`src/rtl/bp_pkg.sv`:
```
// Shared helpers for the gshare predictor: counter reset constant, saturating arithmetic
// and the PC/history index hash.
package bp_pkg;

    function automatic logic [31:0] bp_weak_taken(input int unsigned ctr_bits);
        return 32'(1) << (ctr_bits - 1);
    endfunction

    function automatic logic [31:0] bp_sat_inc(input logic [31:0] v, input int unsigned ctr_bits);
        logic [31:0] max_v;
        max_v = (32'(1) << ctr_bits) - 32'(1);
        return (v >= max_v) ? max_v : v + 32'(1);
    endfunction

    function automatic logic [31:0] bp_sat_dec(input logic [31:0] v);
        return (v == 32'(0)) ? 32'(0) : v - 32'(1);
    endfunction

    // Word-aligned PC bits XORed with the zero-extended history; caller truncates to index width.
    function automatic logic [31:0] bp_hash(input logic [31:0] pc_word, input logic [31:0] hist);
        return pc_word ^ hist;
    endfunction

endpackage

```
`src/rtl/bp_sat_counter_table.sv`:
```
// Saturating counter array: one combinational read port, one read-before-write update port.
module bp_sat_counter_table
    import bp_pkg::*;
#(
    parameter int unsigned INDEX_BITS = 4,
    parameter int unsigned CTR_BITS   = 2
) (
    input  logic                  clk,
    input  logic                  reset,
    input  logic [INDEX_BITS-1:0] rd_idx,
    output logic [CTR_BITS-1:0]   rd_ctr,
    input  logic                  wr_en,
    input  logic [INDEX_BITS-1:0] wr_idx,
    input  logic                  wr_taken
);

    localparam int unsigned Depth = 2 ** INDEX_BITS;
    localparam logic [CTR_BITS-1:0] WeakTaken = CTR_BITS'(bp_weak_taken(CTR_BITS));

    logic [CTR_BITS-1:0] ctr_q [Depth];
    logic [CTR_BITS-1:0] wr_cur;
    logic [CTR_BITS-1:0] wr_new;

    // The write lands at the clock edge, so a same-cycle read sees the old value.
    assign rd_ctr = ctr_q[rd_idx];
    assign wr_cur = ctr_q[wr_idx];

    always_comb begin
        wr_new = wr_cur;
        if (wr_taken) begin
            wr_new = CTR_BITS'(bp_sat_inc(32'(wr_cur), CTR_BITS));
        end else begin
            wr_new = CTR_BITS'(bp_sat_dec(32'(wr_cur)));
        end
    end

    always_ff @(posedge clk) begin
        if (reset) begin
            for (int i = 0; i < Depth; i++) begin
                ctr_q[i] <= WeakTaken;
            end
        end else if (wr_en) begin
            ctr_q[wr_idx] <= wr_new;
        end
    end

endmodule

```
`src/rtl/gshare_branch_predictor.sv`:
```
// Gshare direction predictor with speculative GHR and mispredict recovery.
// Define BP_STATS_EN to add branch/mispredict counters on stat_branches/stat_mispredicts.
module gshare_branch_predictor
    import bp_pkg::*;
#(
    parameter int unsigned PC_WIDTH   = 12,
    parameter int unsigned INDEX_BITS = 4,
    parameter int unsigned CTR_BITS   = 2,
    parameter int unsigned HIST_BITS  = 4
) (
    input  logic                 clk,
    input  logic                 reset,
    input  logic [PC_WIDTH-1:0]  pc_in,
    input  logic                 fetch_valid,
    input  logic                 btb_hit,
    output logic                 predict_taken,
    output logic [HIST_BITS-1:0] ghr_snapshot,
    input  logic [PC_WIDTH-1:0]  ex_mem_pc_in,
    input  logic                 update_bht,
    input  logic                 actual_taken,
    input  logic [HIST_BITS-1:0] update_ghr_snapshot,
`ifdef BP_STATS_EN
    output logic [31:0]          stat_branches,
    output logic [31:0]          stat_mispredicts,
`endif
    input  logic                 mispredict
);

    logic [HIST_BITS-1:0]  ghr_q, ghr_d;
    logic [INDEX_BITS-1:0] rd_idx, wr_idx;
    logic [CTR_BITS-1:0]   rd_ctr;
    logic [HIST_BITS:0]    fetch_shift, recover_shift;

    assign rd_idx = INDEX_BITS'(bp_hash(32'(pc_in[INDEX_BITS+1:2]), 32'(ghr_q)));
    assign wr_idx = INDEX_BITS'(bp_hash(32'(ex_mem_pc_in[INDEX_BITS+1:2]),
                                        32'(update_ghr_snapshot)));

    bp_sat_counter_table #(
        .INDEX_BITS (INDEX_BITS),
        .CTR_BITS   (CTR_BITS)
    ) u_table (
        .clk      (clk),
        .reset    (reset),
        .rd_idx   (rd_idx),
        .rd_ctr   (rd_ctr),
        .wr_en    (update_bht),
        .wr_idx   (wr_idx),
        .wr_taken (actual_taken)
    );

    assign predict_taken = !reset && btb_hit && rd_ctr[CTR_BITS-1];
    assign ghr_snapshot  = ghr_q;

    // One extra bit on the left lets HIST_BITS = 1 drop the old history cleanly.
    assign fetch_shift   = {ghr_q, predict_taken};
    assign recover_shift = {update_ghr_snapshot, actual_taken};

    always_comb begin
        ghr_d = ghr_q;
        if (mispredict) begin
            ghr_d = recover_shift[HIST_BITS-1:0];
        end else if (fetch_valid && btb_hit) begin
            ghr_d = fetch_shift[HIST_BITS-1:0];
        end
    end

    always_ff @(posedge clk) begin
        if (reset) begin
            ghr_q <= '0;
        end else begin
            ghr_q <= ghr_d;
        end
    end

`ifdef BP_STATS_EN
    logic [31:0] stat_br_q, stat_mp_q;

    always_ff @(posedge clk) begin
        if (reset) begin
            stat_br_q <= '0;
            stat_mp_q <= '0;
        end else if (update_bht) begin
            stat_br_q <= stat_br_q + 32'd1;
            if (mispredict) begin
                stat_mp_q <= stat_mp_q + 32'd1;
            end
        end
    end

    assign stat_branches    = stat_br_q;
    assign stat_mispredicts = stat_mp_q;
`endif

endmodule

```
`config.mk`:
```
export PLATFORM = sky130hd
export DESIGN_NAME = gshare_branch_predictor
export DESIGN_NICKNAME = d
export VERILOG_FILES = /design/src/rtl/bp_pkg.sv /design/src/rtl/bp_sat_counter_table.sv /design/src/rtl/gshare_branch_predictor.sv
export SDC_FILE = /design/constraint.sdc
export NUM_CORES = 1
export LEC_CHECK = 0
export CORE_ASPECT_RATIO = 0.75
export CORE_UTILIZATION = 40
export DETAILED_ROUTE_END_ITERATION = 8
export SLEW_MARGIN = 20
export SYNTH_ARGS = -nofsm -noshare
export SYNTH_HDL_FRONTEND = slang
export SYNTH_SLANG_ARGS = --single-unit
```
`constraint.sdc`:
```
create_clock -name clk -period 2.93 [get_ports clk]
set_input_delay 0.586 -clock clk [delete_from_list [all_inputs] [get_ports clk]]
set_output_delay 0.586 -clock clk [all_outputs]
set_load 0.01 [all_outputs]
```
Word level (Yosys, flattened, before mapping)
Memory sizes are Yosys's and may differ from the RTL's.
Index checks and enable logic that the tools add are counted.
Widths: inputs -> output; s select.
{"block": "classes", "add_sub_neg": 2, "mul": 0, "div": 0, "n_lt_le_gt_ge": 1, "n_eq_ne": 0, "shift": 0, "n_mux": 13, "bitwise": 2, "reduce_logical": 7}
{"operator": "$mux 4", "n": 3}
{"operator": "$mux 2", "n": 4}
{"operator": "$xor 4x4->4", "n": 2}
{"operator": "$mux 1", "n": 6}
{"operator": "$logic_and 1x1->1", "n": 3}
{"operator": "$add 2x1->2 const B", "n": 1}
{"operator": "$ge 2x2->1 const B", "n": 1}
{"operator": "$logic_not 2->1", "n": 1}
{"operator": "$reduce_bool 2->1", "n": 1}
{"operator": "$reduce_or 2->1", "n": 1}
{"operator": "$sub 2x1->2 const B", "n": 1}
{"operator": "$logic_not 1->1", "n": 1}
{"block": "totals", "ff_bits": 4, "latch_bits": 0, "ramBits": 32, "mem_bits_ro": 0, "out_inout_bits": 5, "wordCells": 27, "memories": 1}
{"name": "u_table.ctr_q", "words": 16, "word_bits": 2, "read_ports": 2, "rd_clocked_by_memory_dff": 0, "wr": 16, "line": "bp_sat_counter_table.sv:20", "source": "logic [CTR_BITS-1:0] ctr_q [Depth];"}

Longest topological paths before layout
Gate-level depths: netlist of the first run.
An unclocked memory read counts as a cell.
{"block": "depth", "depth_word": 6, "depth_mapped": 8}

Hierarchy
A second synthesis of the first run with hierarchy kept.
{"block": "unflattened", "cells_unflattened": 185, "area_unflattened_um2": 2228.4}
{"mod": "bp_sat_counter_table", "n_inst": 1, "cells_per_inst": 154, "area_per_inst_um2": 1914.3, "seq_area_each_um2": 960.9}
{"mod": "gshare_branch_predictor", "n_inst": 1, "cells_per_inst": 31, "area_per_inst_um2": 314.1, "seq_area_each_um2": 80.1}

Worst setup path after synthesis of the first run
Ideal clock, no wire load.
{"block": "synth_path", "path_kind": "input to output", "start": "in pc_in[2]", "end": "out predict_taken", "arrival_time_ns": 2.002, "required_time_ns": 2.344, "setup_slack_ns": 0.342, "path_stages": 5, "path_cell_list": "xor2_1 mux4_2 a22oi_1 nand3_1 and3b_1"}
{"block": "synth_between", "elab_chain_len": 3}
{"element": "start, declared", "line": "gshare_branch_predictor.sv:13", "source": "input logic [PC_WIDTH-1:0] pc_in,"}
{"element": "$xor 4x4->4", "line": "bp_pkg.sv:21", "source": "return pc_word ^ hist;"}
{"element": "$mem_v2 16x2"}
{"element": "$logic_and 1x1->1", "line": "gshare_branch_predictor.sv:51", "source": "assign predict_taken = !reset && btb_hit && rd_ctr[CTR_BITS-1];"}
{"element": "end, declared", "line": "gshare_branch_predictor.sv:16", "source": "output logic predict_taken,"}
Every way passes these cells.

Final worst setup path of the first run
Ends and elaborated chain as after synthesis.

==> results of run 1 <==
## tightest hold or removal path, cell delays in order, from the launching register on
cell and delay, ns:
dfxtp_1 0.35, nand2_1 0.07, a21oi_1 0.06, a21oi_1 0.12, nor2_1 0.05
## per-layer routing
metal | GRT usage, % | routed length, um | up-vias
met5 | 0 | 0 | -
met4 | 3.750 | 36 | 0
li1 | - | - | 756
met1 | 24.44 | 2243 | 741
met3 | 4.841 | 369 | 6
met2 | 34.00 | 2206 | 51
## cells by family after synthesis
kind of cell	after synthesis	synth area share (%)
flip-flops	36	49.58
XOR/XNOR	11	4.589
AO/OA/AOI/OAI	10	2.503
buffers and inverters	10	2.979
AND/OR/NAND/NOR	104	24.91
adder cells (fa/ha/maj)	2	1.311
multiplexers	12	14.12
## flip-flops by register name (all words and copies together) (netlist names)
name and flops:
u_table.ctr_q 32, ghr_snapshot 4
## Yosys cell counts (all sizes together)
cell	number	share of area (%)
nand3	22	5.2
nand4	1	0.30
xor2	8	3.3
edfxtp	32	46
a22oi	1	0.36
buf	5	2.1
clkbuf	4	0.71
nand2b	17	5.1
mux4	12	14
nor2b	2	0.60
xnor2	3	1.3
nand2	30	5.4
and4	2	0.95
o21ai	1	0.24
inv	1	0.18
nor2	28	6.7
dfxtp	4	3.8
maj3	2	1.3
and3b	1	0.42
a21oi	8	1.9
and3	1	0.30
## metrics by stage
stage	setup WS, ns	total power [W]	util [%]
CTS	0.02881	0.001235	52.39
floorplan	0.3424	0.0007708	-
finish	0.1063	0.001232	52.54
global placement	-0.5377	0.0008771	50.65
detailed placement	-0.5068	0.0008849	50.65
global route	0.008215	0.001281	52.54
## worst min path at each step
stage                                       from                            to  slack, ns  cells past startpoint
detailed placement  ghr_snapshot[2]$_SDFFE_PP0P_  ghr_snapshot[2]$_SDFFE_PP0P_       0.67                      4
finish              ghr_snapshot[2]$_SDFFE_PP0P_  ghr_snapshot[2]$_SDFFE_PP0P_       0.68                      4
global placement    ghr_snapshot[2]$_SDFFE_PP0P_  ghr_snapshot[2]$_SDFFE_PP0P_       0.65                      4
CTS                 ghr_snapshot[2]$_SDFFE_PP0P_  ghr_snapshot[2]$_SDFFE_PP0P_       0.68                      4
floorplan           ghr_snapshot[1]$_SDFFE_PP0P_  ghr_snapshot[1]$_SDFFE_PP0P_       0.66                      4
global route        ghr_snapshot[0]$_SDFFE_PP0P_  ghr_snapshot[1]$_SDFFE_PP0P_       0.73                      4
## report_power, final
part | internal, W | switching (W) | total (W)
Clock | 0.000166 | 0.000192 | 0.000357
Combinational | 0.000139 | 0.000151 | 0.000291
Sequential | 0.000575 | 0.00000914 | 0.000584
## layout make-up
type	count	area, um2	area share (%)
sequential	36	1041	39.77
multi-input combinational	139	1006	38.43
clock inverter	3	18.77	0.7170
timing repair buffer	43	389.1	14.87
inverter	1	3.754	0.1434
clock buffer	5	68.82	2.629
tap	72	90.09	3.442
## timing repair
item | in CTS | in global routing
gates cloned | 0 | 0
pin swaps | 3 | 2
gates resized for setup | 6 | 2
endpoints found under the setup margin | 1 | 1
==> qor.txt, run 1 <==
outcome - completed
CP delay by family, top - buffers and inverters
clock tree buffer depth - 2
worst hold path class - flip-flop to flip-flop
largest net degree at the start of global routing - 22
Core Region - 0.004982 mm2
TritonCTS clock tree - done
vias in the first global route - 1594
setup_tns - 0 ns
worst slew pin tran - 0.3499 ns
Iter 0 DRT Violations - 106
worst skew pair latency - 0.29 ns
Crit. Startpoint - pc_in[2]
syn_nets - 220
peak supply drop - 0.3339 mV
P_leak - 0.9013 nW
area grow syn2layout - 24.67%
GRT overflow - 0
Design Area, Final - 0.002618 mm2
Total Routing Usage GR - 19.35%
placed wire-length estimate - 3626 um
CP bufs+invs - 3
final WL - 4857 um
Post-CTS Setup Bufs - 0
FILL cells - 441
Post-layout nets - 261
vias post-DR - 1554
htree depth - 2
total number of yosys warnings - 0
most common cell after layout, fill and taps aside - edfxtp_1
R2R depth - 5
worst hold margin - 0.6832 ns
Avg Cell Area, Syn - 11.35 um2
CP Capture Point - predict_taken
# setup viols final - 0
Final Wtd Congestion - 0.8477
clk_skew - 0.004203 ns
root buf cell - clkbuf_8
flops & latches, synth - 36
Crit path arrival time - 2.24 ns
Die W - 85.66 um
Setup CP Type - primary input to primary output
Worst-path clk slew - 0.07 ns
CP startpoint kind - primary input
first-pass GRT wire length - 7935 um
antenna cells - 0
sequential-to-total area share from yosys stat - 49.58%
Worst slew margin - 76.68%
RR Endpoint - u_table.ctr_q[0][1]$_SDFFCE_PN1P_
number of hold violations in the final report - 0
cts hold-fix bufs - 0
CP peak stage delay - 0.51 ns
placed insts - 291
CTS Sinks - 36
total placed instance area - 0.002524 mm2
Yosys cell types - 26
final cell count without fillers - 299
most frequent cells in the layout - 32 x edfxtp_1, 30 x nand2_1, 21 x nand3_1, 20 x clkdlybuf4s50_1, 19 x buf_4
Crit-path slowest cell - mux4_2
Period minus WS final - 2.824 ns
share of cells above drive strength 1 - 22.47%
Synth Instances - 185
synthesized area - 0.002100 mm2
port buffer count - 23
fmax - 0.3541 GHz
Initial DRT Pass Iterations - 4
WP depth - 8
Req. time, crit path - 2.34 ns
Crit. End Element - primary output
crit path cell chain - dlygate4sd2_1, xor2_1, buf_4, mux4_2, a22oi_2, nand3_2, and3b_1, buf_2
Worst Path Max Fanout - 4
R2R Setup Slk - 0.96 ns
Post-DRT Antenna Nets - 0
Die Ht - 64.74 um
pins over their slew limit - 0
RSZ-0062 raised after global routing - no
pwr dens - 470.7 mW/mm2
effective utilization at floorplan - 42.14%
Wirelength per Cell - 16.24 um
crit share post-route - 96.37%
TritonCTS buffer count - 5
initial antenna violation count - 0
cell row count - 22
Die ar. - 0.005545 mm2
Avg Vias per Cell - 5.197
total I/O pin count - 40
DRC viols - 0
RR Startpoint - u_table.ctr_q[5][1]$_SDFFCE_PN1P_
maxcap violations - 0
Power figures use the tool's default switching activity.
==> run 2: changes to the inputs <==
--- a/config.mk
+++ b/config.mk
@@ -5,6 +5,7 @@
 export SDC_FILE = /design/constraint.sdc
 export NUM_CORES = 1
 export LEC_CHECK = 0
+export ABC_AREA = 1
 export CORE_ASPECT_RATIO = 0.75
 export CORE_UTILIZATION = 40
 export DETAILED_ROUTE_END_ITERATION = 8
@@ -12,3 +13,4 @@
 export SYNTH_ARGS = -nofsm -noshare
 export SYNTH_HDL_FRONTEND = slang
 export SYNTH_SLANG_ARGS = --single-unit
+export TNS_END_PERCENT = 30
==> qor.txt, run 2 <==
outcome - completed (unchanged)
number of hold violations in the final report - 0 (unchanged)
first-pass GRT wire length - 8873 um (was 7935 um)
Post-DRT Antenna Nets - 0 (unchanged)
final WL - 5405 um (was 4857 um)
area grow syn2layout - 22.32% (was 24.67%)
NetSw - 0.0003887 W (was 0.0003519 W)
Iter 0 DRT Violations - 116 (was 106)
max reg flops - 32 (unchanged)
total I/O pin count - 40 (unchanged)
Synth area leaders - edfxtp_1 43%, nand2_1 13%, nand3_1 13%, inv_1 7.4%, nor2_1 5.4% (was edfxtp_1 46%, mux4_1 8.8%, mux4_2 5.4%, nand2_1 5.4%, nand3_1 5.2%)
most instantiated cells after synthesis - 76 x nand2_1, 56 x nand3_1, 44 x inv_1 (was 32 x edfxtp_1, 30 x nand2_1, 22 x nand3_1)
# setup viols final - 0 (unchanged)
Avg Cell Area, Syn - 7.758 um2 (was 11.35 um2)
most frequent cells in the layout - 75 x nand2_1, 56 x nand3_1, 44 x inv_1, 32 x nor2_1, 32 x edfxtp_1 (was 32 x edfxtp_1, 30 x nand2_1, 21 x nand3_1, 20 x clkdlybuf4s50_1, 19 x buf_4)
placed wire-length estimate - 4034 um (was 3626 um)
Seq pwr share - 43.2% (was 47.4%)
number of synthesized flops with an enable pin - 32 (unchanged)
worst slew pin tran - 0.6208 ns (was 0.3499 ns)
Core Region - 0.005381 mm2 (was 0.004982 mm2)
flops & latches, synth - 36 (unchanged)
worst hold margin - 0.5226 ns (was 0.6832 ns)
pins over their slew limit - 0 (unchanged)
R2R depth - 8 (was 5)
total number of yosys warnings - 0 (unchanged)
Synth Instances - 289 (was 185)
Worst Path Max Fanout - 7 (was 4)
syn_nets - 324 (was 220)
largest net degree at the start of global routing - 26 (was 22)
port buffer count - 23 (unchanged)
initial antenna violation count - 0 (unchanged)
share of cells above drive strength 1 - 10.53% (was 22.47%)
Initial DRT Pass Iterations - 4 (unchanged)
clk_skew - 0.005131 ns (was 0.004203 ns)
synthesized area - 0.002242 mm2 (was 0.002100 mm2)
most flop-heavy register - u_table.ctr_q (unchanged)
Gate power share - 25.4% (was 23.6%)
antenna cells - 0 (unchanged)
clock tree buffer depth - 2 (unchanged)
Die ar. - 0.005912 mm2 (was 0.005545 mm2)
ys flop type - edfxtp_1 (unchanged)
crit share post-route - 94.23% (was 96.37%)
Die Ht - 66.84 um (was 64.74 um)
Post-layout nets - 357 (was 261)
DRC viols - 0 (unchanged)
Util after Layout - 50.96% (was 52.54%)
TritonCTS buffer count - 5 (unchanged)
TritonCTS clock tree - done (unchanged)
FILL cells - 538 (was 441)
Avg Vias per Cell - 4.937 (was 5.197)
Synth top area share - 42.86% (was 45.77%)
Yosys top cell by area - edfxtp_1 (unchanged)
Yosys cell types - 28 (was 26)
switching share of total power - 28.78% (was 28.56%)
peak supply drop - 0.2629 mV (was 0.3339 mV)
vias in the first global route - 1791 (was 1594)
Crit. End Element - primary output (unchanged)
cell with the most instances after synthesis - nand2_1 (was edfxtp_1)
fmax - 0.3622 GHz (was 0.3541 GHz)
Final Wtd Congestion - 0.7919 (was 0.8477)
pwr dens - 492.4 mW/mm2 (was 470.7 mW/mm2)
Worst slew margin - 58.41% (was 76.68%)
Clock power frac - 31.5% (was 29.0%)
vias post-DR - 1965 (was 1554)
most common cell after layout, fill and taps aside - nand2_1 (was edfxtp_1)
Cells on Worst Hold Path - 2 (was 4)
Setup CP Type - primary input to primary output (unchanged)
RSZ-0062 raised after global routing - no (unchanged)
Die W - 88.45 um (was 85.66 um)
Worst-path clk slew - 0.07 ns (about the same)
Power, Total - 0.001351 W (was 0.001232 W)
effective utilization at floorplan - 41.66% (was 42.14%)
htree depth - 2 (unchanged)
cts hold-fix bufs - 0 (unchanged)
Req. time, crit path - 2.34 ns (about the same)
sequential-to-total area share from yosys stat - 46.43% (was 49.58%)
cell row count - 23 (was 22)
Internal Power - 0.0009618 W (was 0.0008801 W)
worst hold path class - flip-flop to flip-flop (unchanged)
Wirelength per Cell - 13.58 um (was 16.24 um)
root buf cell - clkbuf_8 (unchanged)
P_leak - 1.096 nW (was 0.9013 nW)
worst skew pair latency - 0.28 ns (was 0.29 ns)
GRT overflow - 0 (unchanged)
maxcap violations - 0 (unchanged)
CTS Sinks - 36 (unchanged)
Total Routing Usage GR - 20.51% (was 19.35%)
Crit path arrival time - 2.17 ns (was 2.24 ns)
async set or reset register ratio after synthesis - 0% (unchanged)
Period minus WS final - 2.761 ns (was 2.824 ns)
CP startpoint kind - primary input (unchanged)
run 2: cell count changes after synthesis, moves of 7 or more:
cell      before  now
nand2_1       30   76
inv_1          1   44
nand3_1       22   56
nand2b_1      17    0
nor2_1        16   32
xor2_1         8    0
a21oi_1        8    1
mux4_1         7    0
o211ai_1       0    7
run 2: final timing paths:
path	startpoint	end	slack (ns)
max	pc_in[2]	predict_taken	0.17
min	ghr_snapshot[1]$_SDFFE_PP0P_	ghr_snapshot[2]$_SDFFE_PP0P_	0.52
max reg2reg	u_table.ctr_q[1][1]$_SDFFCE_PN1P_	u_table.ctr_q[8][0]$_SDFFCE_PN0P_	1.20
min reg2reg	ghr_snapshot[1]$_SDFFE_PP0P_	ghr_snapshot[2]$_SDFFE_PP0P_	0.52
run 2: routing by layer:
metal	track usage, %	up-vias	routed length [um]
li1	-	1013	-
met1	30.16	881	2787
met2	29.62	63	2206
met3	4.957	8	349
met4	5.847	0	62
met5	0	-	0
run 2: area by class of cell:
class / count / area, um2 / share of cell area (%)
Clock inverter: 2 / 35.03 / 1.277
Timing Repair Buffer: 32 / 346.6 / 12.64
Tap cell: 75 / 93.84 / 3.422
Clock buffer: 6 / 72.57 / 2.646
Multi-Input combinational cell: 202 / 984.7 / 35.90
Sequential cell: 36 / 1041 / 37.96
Inverter: 45 / 168.9 / 6.159
run 2: metrics by stage:
step / setup slack (ns) / setup TNS [ns] / std cells / instance area [um2]
2_1_floorplan: 0.8310 / 0 / 289 / 2242
3_3_place_gp: -0.08382 / -0.2632 / 390 / 2634
3_5_place_dp: -0.08487 / -0.09683 / 390 / 2634
4_1_cts: 0.1736 / 0 / 398 / 2743
5_1_grt: 0.002517 / 0 / 398 / 2743
6_report: 0.1692 / 0 / 398 / 2743
run 2: critical path: stages:
cell             delay [ns]
clkdlybuf4s50_1        0.52
inv_1                  0.07
nand2_1                0.10
nand2_2                0.11
nand2_1                0.08
nand3_1                0.07
nand3_1                0.10
nand3_1                0.10
and3_1                 0.18
dlygate4sd2_1          0.27
run 2: cells by family (layout without fill, tap and decap cells):
logic type	count (synthesis)	count (layout)	synth area share, %
AOI/OAI and AO/OA	14	14	4.967
xor gates and xnor gates	6	6	3.014
buffers and inverters	51	85	9.765
DFF	36	36	46.43
and+or+nand+nor	182	182	35.83
run 2: power by group through the flow:
stage               Sequential [W]  Combinational [W]  Clock, W
floorplan                 0.000594           0.000218         0
global placement          0.000594           0.000342         0
detailed placement        0.000594           0.000343         0
CTS                       0.000583           0.000344  0.000438
global route              0.000585           0.000379  0.000458
finish                    0.000583           0.000343  0.000425
run 2: repair_timing:
| item | CTS | global route |
|---|---|---|
| gates resized for setup | 2 | 0 |
| setup buffers | 0 | 0 |
| setup endpoints to repair | 1 | 0 |
| endpoints found under the hold margin | 0 | 0 |
==> run 3: changes to the inputs <==
--- a/config.mk
+++ b/config.mk
@@ -9,6 +9,8 @@
 export CORE_ASPECT_RATIO = 0.75
 export CORE_UTILIZATION = 40
 export DETAILED_ROUTE_END_ITERATION = 8
+export PLACE_DENSITY_LB_ADDON = 0.1
+export SETUP_SLACK_MARGIN = 0.5
 export SLEW_MARGIN = 20
 export SYNTH_ARGS = -nofsm -noshare
 export SYNTH_HDL_FRONTEND = slang
==> qor.txt, run 3 (synthesized netlist as in run 2, its figures left out) <==
outcome - completed (unchanged)
Iter 0 DRT Violations - 174 (was 116)
largest net degree at the start of global routing - 26 (unchanged)
Core Region - 0.005381 mm2 (unchanged)
most flop-heavy register - u_table.ctr_q (unchanged)
final WL - 5988 um (was 5405 um)
crit share post-route - 79.98% (was 94.23%)
initial antenna violation count - 0 (unchanged)
clock tree buffer depth - 2 (unchanged)
pwr dens - 488.7 mW/mm2 (was 492.4 mW/mm2)
vias post-DR - 2083 (was 1965)
RR Startpoint - ghr_snapshot[0]$_SDFFE_PP0P_ (was u_table.ctr_q[1][1]$_SDFFCE_PN1P_)
Period minus WS final - 2.343 ns (was 2.761 ns)
Wirelength per Cell - 14.57 um (was 13.58 um)
Die ar. - 0.005912 mm2 (unchanged)
R2R Setup Slk - 0.68 ns (was 1.20 ns)
antenna cells - 0 (unchanged)
GRT overflow - 0 (unchanged)
max reg flops - 32 (unchanged)
Crit path arrival time - 2.38 ns (was 2.17 ns)
peak supply drop - 0.2580 mV (was 0.2629 mV)
placed wire-length estimate - 4104 um (was 4034 um)
first-pass GRT wire length - 9170 um (was 8873 um)
Avg Vias per Cell - 5.068 (was 4.937)
Power, Total - 0.001427 W (was 0.001351 W)
port buffer count - 23 (unchanged)
P_leak - 1.198 nW (was 1.096 nW)
total I/O pin count - 40 (unchanged)
Setup CP Type - primary input to flip-flop (was primary input to primary output)
CP startpoint kind - primary input (unchanged)
Crit. Startpoint - ex_mem_pc_in[2] (was pc_in[2])
Total Routing Usage GR - 21.56% (was 20.51%)
R2R depth - 17 (was 8)
Initial DRT Pass Iterations - 4 (unchanged)
worst hold path class - flip-flop to flip-flop (unchanged)
worst slew pin tran - 0.3902 ns (was 0.6208 ns)
DRC viols - 0 (unchanged)
Die W - 88.45 um (unchanged)
effective utilization at floorplan - 41.66% (unchanged)
pins over their slew limit - 0 (unchanged)
Worst-path clk slew - 0.07 ns (about the same)
Post-DRT Antenna Nets - 0 (unchanged)
Post-layout nets - 370 (was 357)
Req. time, crit path - 2.97 ns (was 2.34 ns)
worst skew pair latency - 0.30 ns (was 0.28 ns)
TritonCTS clock tree - done (unchanged)
number of hold violations in the final report - 0 (unchanged)
share of cells above drive strength 1 - 18.75% (was 10.53%)
Worst Path Max Fanout - 13 (was 7)
RR Endpoint - ghr_snapshot[0]$_SDFFE_PP0P_ (was u_table.ctr_q[8][0]$_SDFFCE_PN0P_)
RSZ-0062 raised after global routing - no (unchanged)
Crit. End Element - flip-flop (was primary output)
most frequent cells in the layout - 65 x nand2_1, 56 x nand3_1, 42 x inv_1, 32 x edfxtp_1, 30 x nor2_1 (was 75 x nand2_1, 56 x nand3_1, 44 x inv_1, 32 x nor2_1, 32 x edfxtp_1)
fmax - 0.4267 GHz (was 0.3622 GHz)
Worst slew margin - 73.80% (was 58.41%)
worst hold margin - 0.5296 ns (was 0.5226 ns)
Final Wtd Congestion - 0.8456 (was 0.7919)
area grow syn2layout - 30.19% (was 22.32%)
cell row count - 23 (unchanged)
most common cell after layout, fill and taps aside - nand2_1 (unchanged)
maxcap violations - 0 (unchanged)
TritonCTS buffer count - 5 (unchanged)
cts hold-fix bufs - 0 (unchanged)
vias in the first global route - 1832 (was 1791)
# setup viols final - 0 (unchanged)
htree depth - 2 (unchanged)
Die Ht - 66.84 um (unchanged)
root buf cell - clkbuf_8 (unchanged)
CP Capture Point - u_table.ctr_q[7][1]$_SDFFCE_PN1P_ (was predict_taken)
FILL cells - 536 (was 538)
CTS Sinks - 36 (unchanged)
clk_skew - 0.006821 ns (was 0.005131 ns)
## run 3: cell types whose count changed in the layout (fill, tap and decap cells not counted), sizes merged
cell           before  now
buf                 9   22
clkbuf              6    7
clkdlybuf4s15       0    1
clkdlybuf4s50      22   16
dlygate4sd2         1    2
dlymetal6s2s        0    3
## run 3: how the worst min path moves through the flow
| stage | start | endpoint | slack [ns] | depth (start not counted) |
|---|---|---|---|---|
| detailed placement | ghr_snapshot[1]$_SDFFE_PP0P_ | ghr_snapshot[1]$_SDFFE_PP0P_ | 0.51 | 2 |
| global route | ghr_snapshot[1]$_SDFFE_PP0P_ | ghr_snapshot[2]$_SDFFE_PP0P_ | 0.55 | 2 |
| finish | ghr_snapshot[1]$_SDFFE_PP0P_ | ghr_snapshot[1]$_SDFFE_PP0P_ | 0.53 | 2 |
| floorplan | ghr_snapshot[1]$_SDFFE_PP0P_ | ghr_snapshot[1]$_SDFFE_PP0P_ | 0.52 | 2 |
| CTS | ghr_snapshot[1]$_SDFFE_PP0P_ | ghr_snapshot[1]$_SDFFE_PP0P_ | 0.52 | 2 |
| global placement | ghr_snapshot[2]$_SDFFE_PP0P_ | ghr_snapshot[2]$_SDFFE_PP0P_ | 0.51 | 2 |
## run 3: critical path, stage by stage
cell and delay [ns]:
clkdlybuf4s50_1 0.50, inv_1 0.07, nand2_2 0.10, nand2_4 0.08, buf_12 0.15, nand2_1 0.05
nand3_1 0.09, nand3_1 0.11, nand2_2 0.09, nor2_2 0.11, nand2_2 0.13, nand2_4 0.11
buf_4 0.13, nand3_1 0.07
## run 3: power by group
group	switching (W)	leakage (nW)	internal, W
Combinational	0.000235	0.829	0.000165
Sequential	0.00000926	0.313	0.000574
Clock	0.000190	0.0552	0.000253
Total	0.000434	1.20	0.000992
## run 3: stage by stage
stage	setup WS [ns]	utilization [%]	TNS (ns)	cell area, um2	instances
after global routing	0.4808	54.24	0	2919	411
after floorplan	0.8310	-	0	2242	289
final	0.5865	54.24	0	2919	411
after detailed placement	-0.08328	48.76	-0.2940	2624	392
after global placement	-0.06348	48.76	-1.105	2624	392
after CTS	0.5078	52.76	0	2839	409
## run 3: layer usage
| layer | vias to the layer above | global-route usage [%] | share of wire [%] |
|---|---|---|---|
| met5 | - | 0 | 0 |
| met4 | 0 | 6.855 | 0.80 |
| met3 | 6 | 3.717 | 7.5 |
| met2 | 76 | 31.54 | 44 |
| met1 | 969 | 32.03 | 48 |
| li1 | 1032 | - | - |
## run 3: final cells by class
cell class | count | area (um2) | share of cell area, %
multi-input combinational | 202 | 1057 | 36.22
sequential | 36 | 1041 | 35.66
timing repair buffer | 45 | 450.4 | 15.43
inverter | 45 | 168.9 | 5.787
tap | 75 | 93.84 | 3.215
clock buffer | 6 | 72.57 | 2.486
clock inverter | 2 | 35.03 | 1.200
## run 3: timing repair
| action | in CTS | in global routing |
|---|---|---|
| gates resized for setup | 16 | 16 |
| setup buffers | 9 | 1 |
| setup endpoints to repair | 41 | 34 |
| cloned | 0 | 1 |
| pin swaps | 5 | 5 |
